`config.mk`:
```
export PLATFORM = sky130hd
export DESIGN_NAME = qerv_ifetch
export DESIGN_NICKNAME = d
export VERILOG_FILES = /design/src/rtl/qerv_ifetch.sv
export SDC_FILE = /design/constraint.sdc
export NUM_CORES = 1
export LEC_CHECK = 0
export CORE_ASPECT_RATIO = 0.6
export CORE_MARGIN = 2
export CORE_UTILIZATION = 51
export DETAILED_ROUTE_END_ITERATION = 10
export GPL_TIMING_DRIVEN = 0
export PLACE_DENSITY_LB_ADDON = 0.1
export SLEW_MARGIN = 20
export SYNTH_ARGS = -nofsm -noshare
export SYNTH_HDL_FRONTEND = slang
export SYNTH_SLANG_ARGS = --single-unit
```
`constraint.sdc`:
```
create_clock -name clk -period 3.4 [get_ports clk]
set_clock_uncertainty 0.2 [all_clocks]
set_input_delay 0.68 -clock clk [delete_from_list [all_inputs] [get_ports clk]]
set_output_delay 0.68 -clock clk [all_outputs]
set_load 0.05 [all_outputs]
```
`src/rtl/qerv_ifetch.sv`:
```
// qerv_ifetch: instruction fetch unit between the PC/control stage and a
// Wishbone instruction bus. Accepts halfword-aligned fetch addresses,
// issues word-aligned bus reads and reassembles 32-bit instructions that
// straddle a word boundary. A one-word buffer lets consecutive fetches to
// the same word skip the bus.
//
// Ports:
//   clk        clock, all state on rising edge
//   i_rst_n    asynchronous active-low reset
//   i_cpu_cyc  fetch request, held with stable i_cpu_adr until o_cpu_ack
//   i_cpu_adr  fetch address (bit 0 ignored, bit 1 ignored when WITH_C=0)
//   i_flush    invalidate the instruction buffer
//   o_cpu_rdt  fetched instruction, valid with o_cpu_ack
//   o_cpu_ack  single-cycle response strobe
//   o_wb_cyc   bus cycle request
//   o_wb_adr   word-aligned bus address
//   i_wb_rdt   bus read data
//   i_wb_ack   single-cycle bus acknowledge
module qerv_ifetch #(
  parameter bit          WITH_C    = 1'b1,
  parameter logic [31:0] RESET_ADR = 32'd0
) (
  input  logic        clk,
  input  logic        i_rst_n,
  input  logic        i_cpu_cyc,
  input  logic [31:0] i_cpu_adr,
  input  logic        i_flush,
  output logic [31:0] o_cpu_rdt,
  output logic        o_cpu_ack,
  output logic        o_wb_cyc,
  output logic [31:0] o_wb_adr,
  input  logic [31:0] i_wb_rdt,
  input  logic        i_wb_ack
);

  typedef enum logic [1:0] {
    IDLE     = 2'd0,
    FETCH_LO = 2'd1,
    FETCH_HI = 2'd2,
    RESP     = 2'd3
  } state_t;

  state_t      state_r, state_s;
  logic [31:0] buf_data_r, buf_data_s;
  logic [29:0] buf_tag_r, buf_tag_s;
  logic        buf_vld_r, buf_vld_s;
  logic        flush_pend_r, flush_pend_s;
  logic        offset_r, offset_s;
  logic [15:0] hi_r, hi_s;
  logic        wb_cyc_r, wb_cyc_s;
  logic [31:0] wb_adr_r, wb_adr_s;
  logic        cpu_ack_r, cpu_ack_s;
  logic [31:0] cpu_rdt_r, cpu_rdt_s;

  logic [29:0] word_s;
  logic        offset_req_s;
  logic        hit_s;
  logic        fill_s;
  logic [15:0] buf_hi_s;
  logic [15:0] bus_hi_s;
  logic        unused_s;

  // A halfword whose two low bits are not 2'b11 is a complete compressed instruction
  function automatic logic is_compressed(input logic [15:0] half);
    return half[1:0] != 2'b11;
  endfunction

  assign word_s       = i_cpu_adr[31:2];
  assign offset_req_s = WITH_C & i_cpu_adr[1];
  assign hit_s        = buf_vld_r & (buf_tag_r == word_s);
  assign buf_hi_s     = buf_data_r[31:16];
  assign bus_hi_s     = i_wb_rdt[31:16];
  assign unused_s     = i_cpu_adr[0];

  // Next-state, output and buffer update logic
  always_comb begin
    state_s    = state_r;
    buf_data_s = buf_data_r;
    buf_tag_s  = buf_tag_r;
    buf_vld_s  = buf_vld_r;
    offset_s   = offset_r;
    hi_s       = hi_r;
    wb_cyc_s   = wb_cyc_r;
    wb_adr_s   = wb_adr_r;
    cpu_ack_s  = 1'b0;
    cpu_rdt_s  = cpu_rdt_r;
    fill_s     = 1'b0;

    case (state_r)
      IDLE: begin
        if (i_cpu_cyc) begin
          offset_s = offset_req_s;
          if (!hit_s) begin
            state_s  = FETCH_LO;
            wb_cyc_s = 1'b1;
            wb_adr_s = {word_s, 2'b00};
          end else if (!offset_req_s) begin
            state_s   = RESP;
            cpu_ack_s = 1'b1;
            cpu_rdt_s = buf_data_r;
          end else if (is_compressed(buf_hi_s)) begin
            state_s   = RESP;
            cpu_ack_s = 1'b1;
            cpu_rdt_s = {16'h0000, buf_hi_s};
          end else begin
            // Low half is already buffered; only the next word is needed
            state_s  = FETCH_HI;
            wb_cyc_s = 1'b1;
            wb_adr_s = {word_s + 30'd1, 2'b00};
            hi_s     = buf_hi_s;
          end
        end else begin
          state_s = IDLE;
        end
      end

      FETCH_LO: begin
        if (i_wb_ack) begin
          fill_s   = 1'b1;
          wb_cyc_s = 1'b0;
          if (!i_cpu_cyc) begin
            state_s = IDLE;
          end else if (!offset_r) begin
            state_s   = RESP;
            cpu_ack_s = 1'b1;
            cpu_rdt_s = i_wb_rdt;
          end else if (is_compressed(bus_hi_s)) begin
            state_s   = RESP;
            cpu_ack_s = 1'b1;
            cpu_rdt_s = {16'h0000, bus_hi_s};
          end else begin
            // Bus cycle request stays low for one cycle before the second word
            state_s  = FETCH_HI;
            wb_adr_s = {wb_adr_r[31:2] + 30'd1, 2'b00};
            hi_s     = bus_hi_s;
          end
        end else begin
          state_s = FETCH_LO;
        end
      end

      FETCH_HI: begin
        if (!wb_cyc_r) begin
          if (i_cpu_cyc) begin
            wb_cyc_s = 1'b1;
          end else begin
            state_s = IDLE;
          end
        end else if (i_wb_ack) begin
          fill_s   = 1'b1;
          wb_cyc_s = 1'b0;
          if (i_cpu_cyc) begin
            state_s   = RESP;
            cpu_ack_s = 1'b1;
            cpu_rdt_s = {i_wb_rdt[15:0], hi_r};
          end else begin
            state_s = IDLE;
          end
        end else begin
          state_s = FETCH_HI;
        end
      end

      RESP: begin
        state_s = IDLE;
      end

      default: begin
        state_s  = IDLE;
        wb_cyc_s = 1'b0;
      end
    endcase

    // A flush seen during the fetch keeps the filled word invalid
    if (fill_s) begin
      buf_data_s = i_wb_rdt;
      buf_tag_s  = wb_adr_r[31:2];
      buf_vld_s  = ~flush_pend_r;
    end else begin
      buf_data_s = buf_data_s;
    end

    if (i_flush) begin
      buf_vld_s = 1'b0;
    end else begin
      buf_vld_s = buf_vld_s;
    end

    flush_pend_s = ((state_s == FETCH_LO) || (state_s == FETCH_HI)) &&
                   (flush_pend_r || i_flush);
  end

  // State and output registers
  always_ff @(posedge clk or negedge i_rst_n) begin
    if (!i_rst_n) begin
      state_r      <= IDLE;
      buf_data_r   <= 32'd0;
      buf_tag_r    <= 30'd0;
      buf_vld_r    <= 1'b0;
      flush_pend_r <= 1'b0;
      offset_r     <= 1'b0;
      hi_r         <= 16'd0;
      wb_cyc_r     <= 1'b0;
      wb_adr_r     <= RESET_ADR;
      cpu_ack_r    <= 1'b0;
      cpu_rdt_r    <= 32'd0;
    end else begin
      state_r      <= state_s;
      buf_data_r   <= buf_data_s;
      buf_tag_r    <= buf_tag_s;
      buf_vld_r    <= buf_vld_s;
      flush_pend_r <= flush_pend_s;
      offset_r     <= offset_s;
      hi_r         <= hi_s;
      wb_cyc_r     <= wb_cyc_s;
      wb_adr_r     <= wb_adr_s;
      cpu_ack_r    <= cpu_ack_s;
      cpu_rdt_r    <= cpu_rdt_s;
    end
  end

  assign o_cpu_rdt = cpu_rdt_r;
  assign o_cpu_ack = cpu_ack_r;
  assign o_wb_cyc  = wb_cyc_r;
  assign o_wb_adr  = wb_adr_r;

endmodule

```
; After elaboration in Yosys (flattened, before gate mapping)
; Index checks and enable logic that the tools add are counted.
[totals]
elab_cells = 118
latch_bits = 0
memories = 0
ff_bits = 149
ram_bits = 0
mem_bits_ro = 0
[op_classes]
n_shift = 0
muxes = 68
n_bitwise = 2
n_eq_ne = 23
n_addsub = 2
n_mul = 0
magnitude_cmp = 0
n_reduce_logical = 12
n_div = 0
[ops]
columns = op, count
row1 = $mux W32, 19
row2 = $mux W16, 8
row3 = $pmux W32 S3, 1
row4 = $pmux W32 S2, 1
row5 = $add A30 B1 Y30 const B, 2
row6 = $pmux W16 S2, 1
row7 = $eq A30 B30 Y1, 1
row8 = $mux W1, 26
row9 = $ne A2 B2 Y1 const B, 13
row10 = $mux W2, 8
row11 = $ne A3 B3 Y1 const B, 4
row12 = $reduce_and A10 Y1, 1
row13 = $reduce_and A9 Y1, 1
row14 = $pmux W2 S4, 1
row15 = $reduce_and A8 Y1, 1
row16 = $eq A2 B2 Y1 const B, 3
row17 = $pmux W1 S3, 2
row18 = $reduce_and A5 Y1, 1
row19 = $eq A2 B1 Y1 const B, 2
row20 = $reduce_bool A2 Y1, 2
row21 = $reduce_bool A3 Y1, 1
row22 = $logic_not A2 Y1, 1
row23 = $logic_or A1 B1 Y1, 2
row24 = $pmux W1 S2, 1
row25 = 4 further kinds, 4

; Logic depth before layout (Yosys ltp)
; Gate-level depths: netlist (run 1).
[logic_depth]
word_depth = 9
mapped_depth = 12
mapped_depth_nobuf = 9

; Least setup slack after synthesis (run 1)
; No wires, ideal clock.
[synth_path]
kind = input-to-reg
start = input port i_cpu_adr[4]
end = register cpu_rdt_r[10] (netlist: o_cpu_rdt[10])
n_path_buf = 3
setup_ps = 125
setup_slack_ps = 479
path_stages = 10
t_arrival_ps = 2596
required_time_ps = 3075
path_cell_list = buf_6 > xnor2_1 > nand4_1 > nor4_2 > nand2_2 > o21ai_1 > and2_1 > clkbuf_2 > buf_4 > mux2_2
[synth_between]
elab_chain_cells = 4
[synth_rtl]
columns = element, line_no
row1 = start: declaration, 26  ; input logic [31:0] i_cpu_adr,
row2 = $eq A30 B30 Y1, 70  ; assign hit_s = buf_vld_r & (buf_tag_r == word_s);
row3 = $and A1 B1 Y1, 70
row4 = $ne A2 B2 Y1 (no line), n/a
row5 = $reduce_and A10 Y1 (no line), n/a
row6 = end signal: assignment, 218  ; cpu_rdt_r <= cpu_rdt_s;
row7 = end: declaration, 53  ; logic [31:0] cpu_rdt_r, cpu_rdt_s;
; No other way between the ends.
; A chain may end at the register's enable or synchronous reset.

; Worst setup path after layout (run 1)
[layout_path]
start = input port i_cpu_adr[11]
end = register wb_adr_r[29] (netlist: o_wb_adr[29])
[layout_between]
elab_chain_cells = 6
[layout_rtl]
columns = element, line_no
row1 = $add A30 B1 Y30, 109  ; wb_adr_s = {word_s + 30'd1, 2'b00};
row2 = $mux W32, 101  ; end else if (is_compressed(buf_hi_s)) begin
row3 = $mux W32, 97  ; end else if (!offset_req_s) begin
row4 = $mux W32, 93  ; if (!hit_s) begin
row5 = $mux W32, 91  ; if (i_cpu_cyc) begin
row6 = $pmux W32 S2, 89  ; case (state_r)
row7 = end signal: assignment, 216  ; wb_adr_r <= wb_adr_s;
row8 = end: declaration, 51  ; logic [31:0] wb_adr_r, wb_adr_s;
; Several ways; a longest one is shown, not always the timed one. The select of a mux whose other input is x is not followed.

==> results of run 1 <==
## final cells by class
| cell class | instances | area [um^2] | area share, % |
|---|---|---|---|
| plain buffers | 60 | 312 | 2.84 |
| repair buffers | 139 | 1390 | 12.7 |
| well taps | 228 | 285 | 2.60 |
| multi-input cells | 628 | 4670 | 42.5 |
| inverters | 10 | 37.5 | 0.342 |
| clock buffers | 17 | 425 | 3.87 |
| flip-flops and latches | 147 | 3680 | 33.5 |
| clock inverters | 13 | 185 | 1.69 |
## worst max path at each step
| stage | end | slack (ps) | depth (start not counted) |
|---|---|---|---|
| 4_1_cts | o_wb_adr[30] | 10 | 11 |
| 3_3_place_gp | o_cpu_rdt[27] | -4580 | 1 |
| 6_report | o_wb_adr[29] | -40 | 11 |
| 2_1_floorplan | o_cpu_rdt[10] | 480 | 10 |
| 5_1_grt | o_wb_adr[6] | -50 | 10 |
| 3_5_place_dp | o_wb_adr[16] | -1090 | 9 |
## cell usage after synthesis, drive strengths merged, types with 2 or more instances
cell type	instances	area share [%]
ha	6	0.87
nand4	30	2.2
nand3	34	2.0
and3	18	1.3
nor2	45	2.0
mux2	110	14
a22oi	15	1.3
a221oi	22	2.3
nor3	23	1.6
nand2	51	2.3
or2	5	0.36
and4	7	0.71
a211oi	5	0.44
xor2	6	0.61
o22ai	9	0.65
nor4b	2	0.20
a21o	3	0.26
a221o	4	0.47
o211ai	5	0.44
xnor2	50	5.1
a31o	2	0.20
nor4	7	1.1
mux2i	34	4.0
nand2b	2	0.15
buf	17	1.3
a21oi	53	3.1
and2	5	0.36
dfrtp	147	43
o21ai	43	2.5
a311oi	2	0.20
nand3b	2	0.17
o21a	3	0.26
clkbuf	46	2.0
inv	10	0.44
or3	2	0.15
a31oi	10	0.73
## worst reg2reg max path: cells and delay by family, from the launching register on
family          cells  cell delay, ps
compound gates      1             610
fa+ha+maj           1             150
buf+inv             4            1350
flops               1             420
mux                 1             420
## power by group
group	total, mW	switching, mW	internal, mW
clock network	2.01	0.793	1.22
logic	5.84	3.51	2.33
registers	3.38	0.775	2.60
total	11.2	5.08	6.15
## per-layer routing
| layer | routed length, um | global-route usage (%) | vias to the layer above |
|---|---|---|---|
| met3 | 3340 | 10.5 | 35 |
| li1 | - | - | 3458 |
| met2 | 11000 | 40.8 | 465 |
| met4 | 281 | 6.66 | 0 |
| met1 | 13400 | 51.0 | 3861 |
| met5 | 0 | 0 | - |
## registers in the layout, indices dropped and copies added, names as in the netlist
| register | count |
|---|---|
| flush_pend_r | 1 |
| hi_r | 16 |
| offset_r | 1 |
| o_cpu_rdt | 32 |
| state_r | 2 |
| buf_data_r | 32 |
| o_cpu_ack | 1 |
| buf_vld_r | 1 |
| o_wb_adr | 30 |
| buf_tag_r | 30 |
| o_wb_cyc | 1 |
## per-stage QoR
stage               TNS (ps)  std cells
global route           -80.0       1242
CTS                        0       1238
global placement     -744450       1204
finish                 -70.1       1242
floorplan                  0        848
detailed placement    -81220       1205
## kinds of logic (layout without fill, tap and decap cells)
| family | count (synthesis) | after routing | synth area share, % |
|---|---|---|---|
| other cells | 1 | 2 | 0.0436 |
| flops | 147 | 147 | 42.8 |
| simple gates | 237 | 237 | 14.9 |
| xor+xnor | 56 | 56 | 5.70 |
| mux | 144 | 144 | 18.4 |
| fa+ha+maj | 6 | 6 | 0.873 |
| compound gates | 183 | 183 | 13.6 |
| buf+inv | 73 | 239 | 3.73 |
## repair_timing
action | 4_1_cts | 5_1_grt
gates resized for setup | 7 | 29
pin swaps | 2 | 6
endpoints found under the setup margin | 140 | 83
buffers inserted | 4 | 5
hold buffers | 1 | 0
hold endpoints to repair | 4 | 0
==> qor.csv, run 1 <==
stage,metric,value,unit
outcome,status,finished with violations,
outcome,failed_checks,setup timing,
yosys,synth_flop_cell,dfrtp_1,
floorplanning,io_pins,135,
worst_hold_path,hp-start,flush_pend_r,
setup_path,critical_path_class,in -> reg,
setup_path,worstPathArrival,3560,ps
grt,grt_max_degree,88,
timing,fin_crit,3440,ps
yosys,synth-seq-cells,147,
floorplanning,die_area,17900,um^2
cells_and_area,fillers,1304,
grt,grt_pass1_vias,7284,
yosys,syn_area,8600,um^2
timing,tightest_slew,1030,ps
cells_and_area,final_nets,1078,
cells_and_area,final_cell_mix,"dfrtp_1, clkdlybuf4s50_1, mux2_2",
timing,fin_crit_sh,101,%
clocking,h-tree-depth,4,
clocking,cts_root_buf,clkbuf_16,
clocking,path_clk_slew,60,ps
detailed_routing,wl,28100,um
detailed_routing,via_per_inst,6.30,
detailed_routing,ant_nets,0,
setup_path,max_stage_delay,500,ps
yosys,syn_inst,847,
clocking,clock_latency,430,ps
clocking,cts_buffers,17,
grt,grt.total_usage,31.9,%
setup_path,critPathLaunchType,primary input,
yosys,synth_edf_count,0,
run,drv_cap,0,
timing,finalHoldViolCount,0,
cells_and_area,mostFrequentLayoutCell,dfrtp_1,
setup_path,reg2regPathDepth,7,
timing,holdWs,249,ps
clocking,cts.path.max_buffers,2,
timing,fmax,291,MHz
cells_and_area,drive_gt1_share,19.7,%
cells_and_area,diodes,0,
setup_path,path_cells,clkdlybuf4s50_1 -> xnor2_2 -> nand4_1 -> nor4_4 -> buf_4 -> nand4_1 -> buf_4 -> nand2_2 -> clkbuf_4 -> nor2_1 -> a311oi_1,
yosys,ys_seq_area_share,42.8,%
placement,preCtsSetupSlack,-1090,ps
timing,setup_viol,4,
setup_path,rr_startpoint,state_r[1],
clocking,cts_tree,done,
yosys,synthArstFlopShare,100,%
placement,port_buffers,128,
setup_path,cp.required,3530,ps
yosys,syn_area_per_cell,10.2,um^2
timing,layout_setup_ws,-37.3,ps
grt,grt-ovfl-total,0,
floorplanning,die_w,172,um
pwr,p_total,11.2,mW
timing,rsz0062_at_grt,true,
timing,slew_violations,0,
detailed_routing,num_vias,7819,
setup_path,crit_family,buffers and inverters,
placement,dpl_cell_area,10200,um^2
setup_path,critPathMaxFanout,10,
detailed_routing,drcViolationCount,0,
floorplanning,die_y,105,um
timing,timing.slew.headroom,30.5,%
cells_and_area,design_area,11000,um^2
worst_hold_path,hold_depth,1,
grt,antenna_found_initial,0,
cells_and_area,syn_to_final_growth,27.7,%
setup_path,crit_start,i_cpu_adr[11],
setup_path,cp_slowest_cell,clkdlybuf4s50_1,
placement,hpwl,20100,um
setup_path,rr_endpoint,buf_data_r[15],
floorplanning,core,16400,um^2
worst_hold_path,hold_end,buf_vld_r,
pwr,leakagePower,4.33,nW
clocking,cts_sinks,147,
detailed_routing,drtPass1Iterations,6,
setup_path,path_buf_inv,4,
detailed_routing,drt_iter0_drc,1083,
setup_path,critPathCaptureType,register,
detailed_routing,post_drt_wl_per_cell,22.6,um
floorplanning,rows,36,
placement,gp_congestion,0.981,
worst_hold_path,hp-class,reg -> reg,
yosys,synth_cell_types,59,
pwr,p_per_area,1020,nW/um^2
pwr,ir_worst_vdd,570,uV
floorplanning,initial_utilization,52.6,%
cells_and_area,final_core_util,67.2,%
yosys,yosysWarnings,0,
grt,grt_pass1_wl,42800,um
setup_path,r2r_slack,140,ps
Note: power is estimated with default switching activity, not from simulation.
==> inputs of run 2 (changes only) <==
Settings changed: SETUP_SLACK_MARGIN set to 0.5.
==> run 2 against run 1 <==
Against the previous run:
- the flow now finishes without violations
- register-to-register slack better by 380 ps
- final cell count grew 0.48%
- critical path type unchanged
- combinational power is 3% higher
- non-clock buffer count grew 5
- fmax grew 18%
- power up 0.76%
- critical path depth rose by 1
- wire length is 3.1% higher
- die area did not move
- count of clock-buffer cells in the layout unchanged
- flip-flop and latch count stayed put
- highest routed layer unchanged
==> qor.csv, run 2 (synthesis gave the netlist of run 1 again) <==
stage,metric,value,unit
outcome,status,finished clean,
detailed_routing,drcViolationCount,0,
worst_hold_path,hp-class,reg -> reg,
cells_and_area,syn_to_final_growth,30.2,%
placement,hpwl,20200,um
setup_path,max_stage_delay,390,ps
grt,grt_pass1_vias,7495,
clocking,cts_root_buf,clkbuf_16,
clocking,clock_latency,430,ps
cells_and_area,final_nets,1083,
setup_path,crit_top_cell,buf_4,
floorplanning,io_pins,135,
clocking,h-tree-depth,4,
timing,fin_crit,2910,ps
pwr,ir_worst_vdd,525,uV
setup_path,reg2regPathDepth,11,
setup_path,path_buf_inv,5,
floorplanning,die_w,172,um
cells_and_area,seqCellArea,3680,um^2
clocking,cts.path.max_buffers,2,
grt,busiest_layer,met1,
timing,rsz0062_at_grt,true,
grt,grt_pass1_wl,44200,um
floorplanning,die_area,17900,um^2
timing,fmax,344,MHz
timing,tightest_slew,918,ps
setup_path,critPathCaptureType,register,
clocking,cts_sinks,147,
setup_path,critPathMaxFanout,10,
timing,timing.slew.headroom,38.8,%
floorplanning,initial_utilization,52.6,%
clocking,path_clk_slew,70,ps
grt,antenna_found_initial,0,
detailed_routing,wl,29000,um
pwr,p_per_area,1010,nW/um^2
grt,grt_max_degree,90,
grt,grtUsageMet2,42.5,%
cells_and_area,final_core_util,68.5,%
timing,setup_viol,0,
setup_path,cp_slowest_cell,nor4_4,
clocking,cts_buffers,17,
setup_path,worstPathArrival,3010,ps
cells_and_area,mostFrequentLayoutCell,dfrtp_1,
cells_and_area,multi_input_area,4870,um^2
setup_path,critPathLaunchType,primary input,
cells_and_area,fillers,1282,
timing,slew_violations,0,
floorplanning,die_y,105,um
setup_path,crit_family,buffers and inverters,
placement,port_buffers,128,
clocking,cts_tree,done,
cells_and_area,diodes,0,
setup_path,crit_end,o_wb_adr[8],
timing,finalHoldViolCount,0,
detailed_routing,num_vias,7841,
setup_path,rr_startpoint,buf_tag_r[9],
detailed_routing,drt_iter0_drc,1009,
setup_path,critical_path_class,in -> reg,
grt,grt-ovfl-total,0,
detailed_routing,post_drt_wl_per_cell,23.2,um
timing,fin_crit_sh,85.5,%
setup_path,path_depth,12,
cells_and_area,final_cell_mix,"dfrtp_1, mux2_2, clkdlybuf4s50_1",
setup_path,cp.required,3500,ps
placement,gp_congestion,0.959,
setup_path,path_cells,clkbuf_2 -> xnor2_2 -> nand4_1 -> nor4_4 -> buf_4 -> nand4_1 -> buf_4 -> and2_1 -> buf_4 -> buf_2 -> a31oi_1 -> o21ai_1,
floorplanning,rows,36,
detailed_routing,drtPass1Iterations,6,
pwr,p_total,11.3,mW
cells_and_area,drive_gt1_share,24.8,%
setup_path,crit_start,i_cpu_adr[14],
setup_path,rr_endpoint,o_wb_adr[8],
run,drv_cap,0,
floorplanning,core,16400,um^2
grt,use_met1,52.2,%
grt,met3_usage,10.8,%
setup_path,r2r_slack,520,ps
grt,grt.total_usage,32.9,%
detailed_routing,ant_nets,0,
pwr,leakagePower,4.52,nW
detailed_routing,via_per_inst,6.28,
[run 2: how the worst min path moves through the flow]
| stage | from | to | slack, ps | depth (start not counted) |
|---|---|---|---|---|
| 4_1_cts | flush_pend_r | buf_vld_r | 250 | 1 |
| 2_1_floorplan | i_rst_n | buf_data_r[0] | 180 | 0 |
| 3_5_place_dp | flush_pend_r | buf_vld_r | 250 | 1 |
| 3_3_place_gp | flush_pend_r | buf_vld_r | 240 | 1 |
| 5_1_grt | flush_pend_r | buf_vld_r | 270 | 1 |
| 6_report | flush_pend_r | buf_vld_r | 250 | 1 |
[run 2: per-stage QoR]
step	setup TNS (ps)	setup WS, ps	hold WS, ps	instance area, um^2	std cells
after detailed placement	-67310	-1000	247	10200	1205
after global routing	0	453	268	11200	1248
after global placement	-730940	-4570	237	10200	1204
after CTS	0	495	250	11000	1244
final	0	493	248	11200	1248
after floorplan	0	556	184	8610	848
[run 2: power by group]
group | total (mW) | internal, mW | leakage (nW) | switching (mW)
clock | 1.88 | 1.03 | 0.267 | 0.857
combinational | 6.03 | 2.44 | 2.47 | 3.59
sequential | 3.40 | 2.60 | 1.78 | 0.802
[run 2: final cells by class]
cell class,instances,area share (%)
well taps,228,2.55
plain buffers,63,3.57
flip-flops and latches,147,32.9
inverters,10,0.335
multi-input cells,628,43.5
clock buffers,17,3.80
repair buffers,141,12.1
clock inverters,14,1.29
[run 2: timing repair]
| action | 4_1_cts | 5_1_grt |
|---|---|---|
| hold buffers | 1 | 0 |
| resized for setup | 80 | 75 |
| setup endpoints to repair | 145 | 113 |
| pin swaps | 13 | 16 |
| endpoints found under the hold margin | 21 | 0 |
| setup buffers | 7 | 4 |
[run 2: worst reg2reg max path: stages (launching register included)]
cell and delay [ps]:
dfrtp_1 430, xnor2_2 290, nand4_1 260, nor4_4 290, buf_4 150, nand4_1 80
buf_4 190, and2_1 130, buf_4 190, buf_2 250, a31oi_1 190, o21ai_1 110
[run 2: per-layer routing]
metal  wire [um]  vias up
met5           0        -
met4         264        0
met3        3540       25
met2       11400      483
met1       13700     3875
li1            -     3458
==> inputs of run 3 (changes only) <==
Settings changed: CORE_ASPECT_RATIO 0.6 to 0.75, HOLD_SLACK_MARGIN set to 0.03.
==> run 3 against run 2 <==
Against the previous run:
- critical path depth unchanged
- first-iteration DRC count down 15%
- die area is 0.13% lower
- final area increased by 0.77%
- flip-flop and latch count unchanged
- sequential share of layout area shrank 0.26 points
- worst hold slack improved by 10 ps
- register-to-register slack about the same
- count of clock-buffer cells in the layout is 1 higher
- via count fell by 0.28%
- utilization decreased by 0.80 points
- combinational power grew 2%
- largest cell class unchanged
- highest routed layer unchanged
==> qor.csv, run 3 (synthesis gave the netlist of run 1 again) <==
stage,metric,value,unit
cells_and_area,final_cells,1245,
timing,layout_setup_ws,528,ps
detailed_routing,via_per_inst,6.28,
setup_path,rr_endpoint,o_wb_adr[30],
cells_and_area,multi_input_area,4830,um^2
detailed_routing,wl,28000,um
detailed_routing,topRoutingLayerUsed,met4,
pwr,p_clk_share,15.9,%
grt,grt_pass1_wl,43300,um
pwr,switching_share,45.9,%
pwr,power_frac_seq,29.9,%
pwr,p_per_area,1000,nW/um^2
worst_hold_path,hp-class,reg -> reg,
clocking,clock_latency,440,ps
detailed_routing,drt_iter0_drc,857,
clocking,cts_buffers,17,
cells_and_area,final_nets,1092,
floorplanning,die_w,154,um
placement,dpl_cell_area,10200,um^2
setup_path,r2r_slack,530,ps
detailed_routing,ant_nets,0,
cells_and_area,drive_gt1_share,24.4,%
placement,port_buffers,128,
detailed_routing,drt-met1-wl,13000,um
cells_and_area,syn_to_final_growth,31.2,%
detailed_routing,post_drt_wl_per_cell,22.5,um
floorplanning,io_pins,135,
clocking,path_clk_slew,70,ps
worst_hold_path,hold_end,buf_vld_r,
detailed_routing,num_vias,7819,
grt,grt.total_usage,32.0,%
pwr,switching_power,5.19,mW
detailed_routing,drtPass1Iterations,5,
floorplanning,die_area,17900,um^2
clocking,cts.path.max_buffers,2,
worst_hold_path,hold_depth,1,
placement,dp_cells,1192,
floorplanning,rows,41,
timing,finalHoldViolCount,0,
setup_path,worstPathArrival,2940,ps
worst_hold_path,hp-start,flush_pend_r,
clocking,cts_root_buf,clkbuf_16,
timing,slew_violations,0,
detailed_routing,wl_met3,2880,um
grt,grt_pass1_vias,7293,
timing,setup_viol,0,
placement,gp_congestion,0.927,
cells_and_area,final_core_util,67.7,%
cells_and_area,diodes,0,
cells_and_area,final_cell_mix,"dfrtp_1, mux2_2, clkdlybuf4s50_1",
clocking,h-tree-depth,4,
floorplanning,die_y,116,um
timing,fin_crit,2870,ps
pwr,power.internal,6.12,mW
timing,fmax,348,MHz
floorplanning,core,16700,um^2
setup_path,critPathCaptureType,register,
grt,grt_max_degree,82,
timing,rsz0062_at_grt,true,
clocking,cts_sinks,147,
placement,hpwl,19300,um
outcome,status,finished clean,
setup_path,critPathMaxFanout,10,
grt,grt-ovfl-total,0,
timing,tightest_slew,845,ps
cells_and_area,fillers,1300,
detailed_routing,wl_met2,11800,um
cells_and_area,mostFrequentLayoutCell,dfrtp_1,
pwr,p_total,11.3,mW
pwr,leakagePower,4.55,nW
cells_and_area,design_area,11300,um^2
run,drv_cap,0,
grt,antenna_found_initial,0,
setup_path,rr_startpoint,state_r[1],
floorplanning,initial_utilization,51.6,%
pwr,combinationalPowerShare,54.2,%
cells_and_area,seqCellArea,3680,um^2
clocking,cts_tree,done,
setup_path,reg2regPathDepth,12,
placement,preCtsSetupSlack,-1040,ps
setup_path,critPathLaunchType,register,
detailed_routing,drcViolationCount,0,
timing,tns,0,ps
timing,timing.slew.headroom,43.7,%
timing,holdWs,258,ps
pwr,ir_worst_vdd,564,uV
setup_path,critical_path_class,reg -> reg,
timing,fin_crit_sh,84.5,%
setup_path,cp.required,3470,ps
-- run 3: cell types whose count changed in the layout (fill, tap and decap cells not counted), sizes merged, moves of 2 or more --
cell,previous run,this run
clkinvlp,4,2
buf,36,42
dlygate4sd2,23,21
clkdlybuf4s15,0,5
clkinv,2,6
-- run 3: metal layers --
| layer | vias up | GRT usage (%) |
|---|---|---|
| met5 | - | 0 |
| met4 | 0 | 6.67 |
| met3 | 30 | 8.46 |
| met2 | 445 | 45.0 |
| met1 | 3855 | 49.4 |
| li1 | 3489 | - |
-- run 3: worst max-delay path by stage --
| stage | start | to |
|---|---|---|
| 2_1_floorplan | i_cpu_adr[6] | o_cpu_rdt[10] |
| 3_3_place_gp | i_rst_n | o_cpu_rdt[27] |
| 3_5_place_dp | i_cpu_adr[8] | o_wb_adr[18] |
| 4_1_cts | state_r[1] | o_wb_adr[30] |
| 5_1_grt | i_cpu_adr[29] | o_wb_adr[18] |
| 6_report | state_r[1] | o_wb_adr[30] |
-- run 3: what timing repair did --
action	4_1_cts	5_1_grt
hold endpoints to repair	19	0
gates resized for setup	94	59
endpoints found under the setup margin	145	133
hold buffers	1	0
buffers inserted	11	8
pin swaps	17	15
gates cloned	1	0
-- run 3: area by class of cell --
class                           count  share of cell area (%)
Buffer                             63                    3.84
Clock buffer                       18                    3.80
Clock inverter                     14                    1.09
Inverter                           10                   0.333
Multi-Input combinational cell    628                    42.8
Sequential cell                   147                    32.6
Tap cell                          215                    2.38
Timing Repair Buffer              150                    13.1
-- run 3: critical path: stages (launching register included) --
cell	delay (ps)
dfrtp_1	400
inv_1	90
ha_1	170
buf_2	180
inv_1	100
clkbuf_4	260
o2bb2ai_1	170
and2_1	170
clkbuf_4	260
nand2_4	130
nor2_4	220
buf_4	250
a221oi_1	100
-- run 3: power groups by stage --
stage	Sequential, mW	Clock, mW	Combinational (mW)
floorplan	4.41	0	2.68
global placement	3.35	0	5.59
detailed placement	3.37	0	5.66
CTS	3.36	1.82	5.93
global route	3.49	1.90	6.49
finish	3.38	1.80	6.14
